**src/rtl/alu_pkg.sv**
```systemverilog
// Shared ALU definitions: op-code bit positions, widths and the execute FSM states.
// The decode stage imports this package too, so both ends agree on the one-hot layout.
package alu_pkg;

    localparam int XLEN     = 32;
    localparam int ALU_OP_W = 11;

    localparam int ALU_ADD  = 0;
    localparam int ALU_SUB  = 1;
    localparam int ALU_AND  = 2;
    localparam int ALU_OR   = 3;
    localparam int ALU_XOR  = 4;
    localparam int ALU_SLL  = 5;
    localparam int ALU_SRL  = 6;
    localparam int ALU_SRA  = 7;
    localparam int ALU_SLT  = 8;
    localparam int ALU_SLTU = 9;
    localparam int ALU_RSVD = 10;

    typedef enum logic [1:0] {
        ST_IDLE  = 2'd0,
        ST_SHIFT = 2'd1,
        ST_DONE  = 2'd2
    } alu_state_e;

    // Executable only when flagged valid, exactly one bit set, and not the reserved slot.
    function automatic logic op_is_legal(input logic [ALU_OP_W-1:0] op, input logic op_valid);
        return op_valid && (op != '0) && ((op & (op - 1'b1)) == '0) && !op[ALU_RSVD];
    endfunction

endpackage

```
**src/rtl/alu_comb32.sv**
```systemverilog
// Single-cycle datapath: add/sub/and/or/xor/slt/sltu selected by the one-hot op code.
// Shift and reserved codes produce zero here; the serial shifter lives in alu_exec32.
module alu_comb32
    import alu_pkg::*;
(
    input  logic [ALU_OP_W-1:0] op,
    input  logic [XLEN-1:0]     a,
    input  logic [XLEN-1:0]     b,
    output logic [XLEN-1:0]     y
);

    logic unused_op_bits;
    assign unused_op_bits = ^{op[ALU_SLL], op[ALU_SRL], op[ALU_SRA], op[ALU_RSVD]};

    always_comb begin
        // NOTE: assign a default before any branch so no path leaves y unassigned (no latch).
        y = '0;
        if (op[ALU_ADD])       y = a + b;
        else if (op[ALU_SUB])  y = a - b;
        else if (op[ALU_AND])  y = a & b;
        else if (op[ALU_OR])   y = a | b;
        else if (op[ALU_XOR])  y = a ^ b;
        else if (op[ALU_SLT])  y = {{(XLEN-1){1'b0}}, $signed(a) < $signed(b)};
        else if (op[ALU_SLTU]) y = {{(XLEN-1){1'b0}}, a < b};
    end

endmodule

```
**src/rtl/alu_exec32.sv**
```systemverilog
// Multi-cycle execute unit: one-cycle ALU ops, bit-serial shifts (one position per clock),
// valid/ready handshake on both sides with a registered, backpressure-stable result.
module alu_exec32
    import alu_pkg::*;
(
    input  logic                clk,
    input  logic                rst_n,
    input  logic                in_valid,
    output logic                in_ready,
    input  logic [ALU_OP_W-1:0] op,
    input  logic                op_valid,
    input  logic [XLEN-1:0]     a,
    input  logic [XLEN-1:0]     b,
    output logic                out_valid,
    input  logic                out_ready,
    output logic [XLEN-1:0]     result,
    output logic                illegal
);

    alu_state_e      state;
    logic [XLEN-1:0] result_q;
    logic            illegal_q;
    logic [XLEN-1:0] shreg;
    logic [4:0]      cnt;
    logic            shift_left;
    logic            fill_bit;

    logic            accept;
    logic            legal;
    logic            is_shift;
    logic [XLEN-1:0] comb_y;
    logic [XLEN-1:0] shreg_next;

    alu_comb32 u_comb (
        .op (op),
        .a  (a),
        .b  (b),
        .y  (comb_y)
    );

    assign in_ready   = (state == ST_IDLE) || ((state == ST_DONE) && out_ready);
    assign accept     = in_valid && in_ready;
    assign legal      = op_is_legal(op, op_valid);
    assign is_shift   = op[ALU_SLL] || op[ALU_SRL] || op[ALU_SRA];
    assign shreg_next = shift_left ? {shreg[XLEN-2:0], 1'b0} : {fill_bit, shreg[XLEN-1:1]};

    assign out_valid  = (state == ST_DONE);
    assign result     = result_q;
    assign illegal    = illegal_q;

    // NOTE: sequential state uses non-blocking assignments so every register samples pre-edge values.
    always_ff @(posedge clk or negedge rst_n) begin
        if (!rst_n) begin
            state      <= ST_IDLE;
            result_q   <= '0;
            illegal_q  <= 1'b0;
            shreg      <= '0;
            cnt        <= '0;
            shift_left <= 1'b0;
            fill_bit   <= 1'b0;
        end else begin
            case (state)
                ST_IDLE, ST_DONE: begin
                    if (accept) begin
                        if (!legal) begin
                            result_q  <= '0;
                            illegal_q <= 1'b1;
                            state     <= ST_DONE;
                        end else if (is_shift) begin
                            illegal_q  <= 1'b0;
                            shreg      <= a;
                            cnt        <= b[4:0];
                            shift_left <= op[ALU_SLL];
                            fill_bit   <= op[ALU_SRA] & a[XLEN-1];
                            if (b[4:0] == 5'd0) begin
                                result_q <= a;
                                state    <= ST_DONE;
                            end else begin
                                state    <= ST_SHIFT;
                            end
                        end else begin
                            result_q  <= comb_y;
                            illegal_q <= 1'b0;
                            state     <= ST_DONE;
                        end
                    end else if (state == ST_DONE && out_ready) begin
                        state <= ST_IDLE;
                    end
                end
                ST_SHIFT: begin
                    shreg <= shreg_next;
                    cnt   <= cnt - 5'd1;
                    // Final step publishes the shifted value directly.
                    if (cnt == 5'd1) begin
                        result_q <= shreg_next;
                        state    <= ST_DONE;
                    end
                end
                default: state <= ST_IDLE;
            endcase
        end
    end

endmodule

```
**config.mk**
```make
export PLATFORM = sky130hd
export DESIGN_NAME = alu_exec32
export DESIGN_NICKNAME = d
export VERILOG_FILES = /design/src/rtl/alu_pkg.sv /design/src/rtl/alu_comb32.sv /design/src/rtl/alu_exec32.sv
export SDC_FILE = /design/constraint.sdc
export NUM_CORES = 1
export LEC_CHECK = 0
export ABC_CLOCK_PERIOD_IN_PS = 2300
export CAP_MARGIN = 15
export CORE_ASPECT_RATIO = 0.8
export CORE_UTILIZATION = 31
export CTS_CLUSTER_DIAMETER = 80
export DETAILED_ROUTE_END_ITERATION = 10
export GPL_ROUTABILITY_DRIVEN = 0
export HOLD_SLACK_MARGIN = 0.03
export MAX_ROUTING_LAYER = met4
export PLACE_DENSITY = 0.49
export SLEW_MARGIN = 15
export SYNTH_ARGS = -nofsm -noshare
export SYNTH_HDL_FRONTEND = slang
export SYNTH_HIERARCHICAL = 1
export SYNTH_SLANG_ARGS = --single-unit
```
**constraint.sdc**
```tcl
create_clock -name clk -period 2.3 [get_ports clk]
set_input_delay 0.46 -clock clk [delete_from_list [all_inputs] [get_ports clk]]
set_output_delay 0.46 -clock clk [all_outputs]
set_load 0.01 [all_outputs]
```
# After elaboration in Yosys (flattened, before gate mapping)
# Index checks and enable logic that the tools add are counted.
totals:
  register_bits: 74
  latch_bits: 0
  ramBits: 0
  mem_bits_ro: 0
  input_bits: 80
  out_inout_bits: 35
  wordCells: 77
  mem_count: 0
classes:
  addsub: 4
  multipliers: 0
  div: 0
  magnitude_cmp: 2
  n_eq_ne: 9
  n_shift: 0
  muxes: 30
  n_bitwise: 5
  n_reduce_logical: 20
op_table:
  columns: ["op", "n"]
  rows:
  - ["$mux W32", 15]
  - ["$pmux W32 S2", 2]
  - ["$lt A32 B32 Y1", 2]
  - ["$add A32 B32 Y32", 1]
  - ["$and A32 B32 Y32", 1]
  - ["$or A32 B32 Y32", 1]
  - ["$sub A32 B32 Y32", 1]
  - ["$xor A32 B32 Y32", 1]
  - ["$mux W5", 3]
  - ["$mux W2", 6]
  - ["$reduce_and A4 Y1", 3]
  - ["$and A11 B11 Y11", 1]
  - ["$logic_not A11 Y1", 1]
  - ["$reduce_bool A11 Y1", 1]
  - ["$sub A11 B1 Y11 const B", 1]
  - ["$pmux W5 S2", 1]
  - ["$ne A2 B2 Y1 const B", 4]
  - ["$eq A5 B1 Y1 const B", 1]
  - ["$logic_and A1 B1 Y1", 5]
  - ["$logic_not A5 Y1", 1]
  - ["$sub A5 B1 Y5 const B", 1]
  - ["$ne A4 B4 Y1 const B", 1]
  - ["$pmux W2 S2", 1]
  - ["$reduce_and A2 Y1", 2]
  - ["10 further kinds", 13]

# Logic depth before layout (Yosys ltp)
depth:
  word_depth: 12
  mapped_depth: 16
  mapped_depth_nobuf: 16

# By module
# Netlist, hierarchy kept.
by_module_without_submodules:
  columns: ["module", "n_inst", "cells_each", "area_each_um2", "seq_area_each_um2"]
  rows:
  - ["alu_comb32", 1, 826, 5253.8, 0.0]
  - ["alu_exec32", 1, 487, 4585.6, 1851.8]

# Worst setup path after synthesis
# No wires, ideal clock.
synth_timing:
  path_kind: "input to register"
  start: "in a[0]"
  end: "reg result_q[30], in the netlist result[30]"
  setup_ps: 126
  arrival_ps: 3716
  required_time_ps: 2174
  setup_slack_ps: -1542
  cell_stages: 16
  path_buffers: 0
  path_cell_list: "inv_1 -> ha_1 -> fa_1 -> o21ba_1 -> or4_4 -> a311oi_2 -> o211ai_1 -> a21o_1 -> a2111o_1 -> o211ai_2 -> mux2i_1 -> nor3_2 -> mux2_2 -> nand2_1 -> a21oi_1 -> o32a_1"
synth_via:
  elab_chain_len: 7
  elab_cells_between_ends: 8
  classes_between: "add/sub: 2; mux: 6"
synth_lines:
  columns: ["element", "line_no", "rtl"]
  rows:
  - ["start, declared", "alu_exec32.sv:12", "input logic [XLEN-1:0] a,"]
  - ["$sub A32 B32 Y32", "alu_comb32.sv:19", "else if (op[ALU_SUB]) y = a - b;"]
  - ["$mux W32", "alu_comb32.sv:19", null]
  - ["$mux W32 *", "alu_comb32.sv:18", "if (op[ALU_ADD]) y = a + b;"]
  - ["net comb_y[30]", "alu_exec32.sv:31", "logic [XLEN-1:0] comb_y;"]
  - ["$mux W32 *", "alu_exec32.sv:69", "end else if (is_shift) begin"]
  - ["$mux W32 *", "alu_exec32.sv:65", "if (!legal) begin"]
  - ["$mux W32 *", "alu_exec32.sv:64", "if (accept) begin"]
  - ["$pmux W32 S2 *", "alu_exec32.sv:62", "case (state)"]
  - ["end signal, assigned", "alu_exec32.sv:82", "result_q <= comb_y;"]
  - ["end signal, assigned", "alu_exec32.sv:95", "result_q <= shreg_next;"]
  - ["end, declared", "alu_exec32.sv:21", "logic [XLEN-1:0] result_q;"]
# Mark *: on every way through the listed nets, which the timed path passes. The rest lies on a longest branch. The select of a mux whose other input is x is not followed.
# A chain may end at the register's enable or synchronous reset.

# Worst setup path in the final report
# Same ends and word-level chain as after synthesis.

==> results.ini <==
[run_status]
status = finished, violations left
violations = negative setup slack

[detailed_routing]
drc = 0
highest-signal-layer = met4
drt_iter0_markers = 857
dr_wl_met2_um = 19400
drt_first_pass_iters = 5
wl_met3_um = 2420
num_vias = 12100
antenna_left = 0
totalWireLength_um = 43400
wire_per_inst_um = 19.8
m1WireLength_um = 20200
viasPerCell = 5.50

[pwr]
pwr-share-clk = 0.243
p_int_uw = 4250
p_seq_frac = 0.232
switchingPower_uw = 2380
switching_share = 0.359
fin_total_pwr_uw = 6620
peakVddDrop_v = 0.000421
leakage_uw = 0.00739
powerDensity_nw_per_um2 = 401
pwr-share-comb = 0.525

[logic_synthesis]
synth_area_leaders = dfrtp_1 (19%), ha_1 (12%), a21oi_1 (7.1%), nand2_1 (5.2%), mux2_2 (4.8%)
synthMostInstantiatedCell = a21oi_1
async_flop_share = 1.00
syn_inst = 1313
ys.flop_type = dfrtp_1
synth_area_per_cell_um2 = 7.49
synth_common_cells = a21oi_1 (140), nand2_1 (135), nor2_1 (115)
synth-edff-count = 0
yosys_warnings = 6
yosysSeqAreaShare = 0.188
yosysTopAreaCell = dfrtp_1
synth.top_cell.area_share = 0.188
synth_fp_nets = 1493
synthesis.area_um2 = 9840
synth_seq_cells = 74
yosysUniqueCellTypes = 84

[timing]
tns_ps = -28310
period_share = 1.59
max_slew.worst_pin.slew_ps = 563
min_period_ps = 3650
finalHoldViolCount = 0
setup_slack_ps = -1350
max-slew-margin-rel = 0.619
setup_viol = 31
fmax_ghz = 0.274
fin_skew_ps = 9.11
slew_violations = 0
rsz0062_at_grt = yes
timing.hold.ws_ps = 28.4

[die]
core_area_um2 = 30800
fp.dieW_um = 201
rows = 57
ios = 115
die_y_um = 161
initial_utilization = 0.319
fp.dieArea_um2 = 32500

[global_route]
grt_pass1_wl_um = 67200
antenna_found_initial = 2
grt_pass1_vias = 11900
grt_use_total = 0.271
grt_overflow = 0
grt_max_degree = 133

[flow_run]
drv_cap = 0

[clock_tree]
clock_latency_ps = 350
clkTransAtPathRegs_ps = 60
htree_levels = 3
cts_root_buf = clkbuf_16
cts_tree = built
cts.sinks = 74
cts_buffers = 9
clockBufferDepth = 2

[cells_and_area]
fin_nets = 1956
drive_above_1_share = 0.435
syn_to_final_growth_pct = 67.9
fin_cells = 2196
fillCellCount = 2935

[worst_setup_path]
required_ps = 2530
end_kind = flip-flop
path_class = in -> reg
worstSetupStartpoint = a[0]
worstPathArrival_ps = 3880
cp_max_fo = 3
start_kind = input pin
r2r_start = cnt[2]

[place]
dp.cells = 2100
detailed_place_hpwl_um = 31500
port_buffers = 114
pre_cts_ws_ps = -2280

[worst_hold_path]
min_path_type = in -> async

-- metal layers --
layer  track usage  vias up
met3        0.0291       75
met1         0.371     5845
li1              -     5721
met4        0.0768        0
met2         0.421      427
met5             -        -
-- layout make-up --
cell class	instances	area [um2]	area share
clock inverters	3	68.8	0.00417
well taps	413	517	0.0313
repair buffers	553	4770	0.289
inverters	107	439	0.0266
multi-input cells	1031	8590	0.520
diodes	2	5.00	0.000303
clock buffers	13	270	0.0164
flip-flops and latches	74	1850	0.112
-- kinds of logic (layout without fill, tap and decap cells) --
kind of cell    after synthesis  count (layout)  share of synthesized area
mux                          78              78                     0.0847
simple gates                407             407                      0.191
flops                        74              74                      0.188
other cells                   0               2                          0
fa+ha+maj                   102             102                      0.131
compound gates              439             439                      0.317
xor+xnor                      5               5                    0.00445
buf+inv                     208             676                     0.0837
-- layout by cell type (no fill, tap or decap), drive strengths merged, types with 7 or more instances in the layout --
master	instances
clkdlybuf4s50	59
nor2b	29
mux2i	36
clkbuf	15
o21ai	54
o21bai	15
buf	470
o221ai	13
dlygate4sd2	12
a221oi	7
nor2	115
a2bb2oi	8
nand2	135
ha	98
nand2b	14
inv	108
dfrtp	74
nor3	55
mux2	42
a31oi	13
o32a	33
a311o	31
nand3	16
a211oi	23
o22ai	14
o211ai	11
a22oi	7
a21oi	140
or3	8
a21o	10
nor4	7
-- sequential cells by signal, summed over array words and instances, names as in the netlist --
name and cells:
fill_bit 1, illegal 1, cnt 5, result 32
shift_left 1, state 2, shreg 32
-- power by group through the flow --
stage / Clock, uW / Sequential, uW / Combinational, uW
floorplan: 0 / 1560 / 1400
global placement: 0 / 1560 / 2860
detailed placement: 0 / 1560 / 2880
CTS: 1630 / 1540 / 3300
global route: 1680 / 1550 / 3730
finish: 1610 / 1540 / 3480
-- final timing paths --
path	end	slack, ps	cells past startpoint
min in group clk	cnt[4]	420	2
hold / removal	result[27]	30	1
setup / recovery	result[30]	-1350	17
max in group asynchronous	shift_left	1720	2
hold reg to reg	fill_bit	480	1
setup reg to reg	result[25]	470	6
-- metrics by stage --
stage           util  area (um2)
6_report       0.536       16500
5_1_grt        0.536       16500
4_1_cts        0.522       16100
3_5_place_dp   0.461       14200
3_3_place_gp   0.461       14200
2_1_floorplan      -       10200
-- critical path, stage by stage --
cell and delay (ps):
buf_12 100, inv_12 30, ha_4 150, fa_2 360, o21ba_4 210, or4_4 440, a311oi_4 260, o211ai_1 160
a21o_1 250, a2111o_1 390, o211ai_2 70, mux2i_1 250, nor3_2 80, mux2_4 270, nand2_2 70, a21oi_2 50
o32a_1 280
-- what timing repair did --
action                                  4_1_cts  5_1_grt
cloned                                        4        1
gates resized for setup                     410       85
hold buffers                                  0        0
endpoints found under the setup margin       74       72
pin swaps                                    99       83
setup buffers                                64       14
No activity file was read; power rests on OpenSTA's default activity.
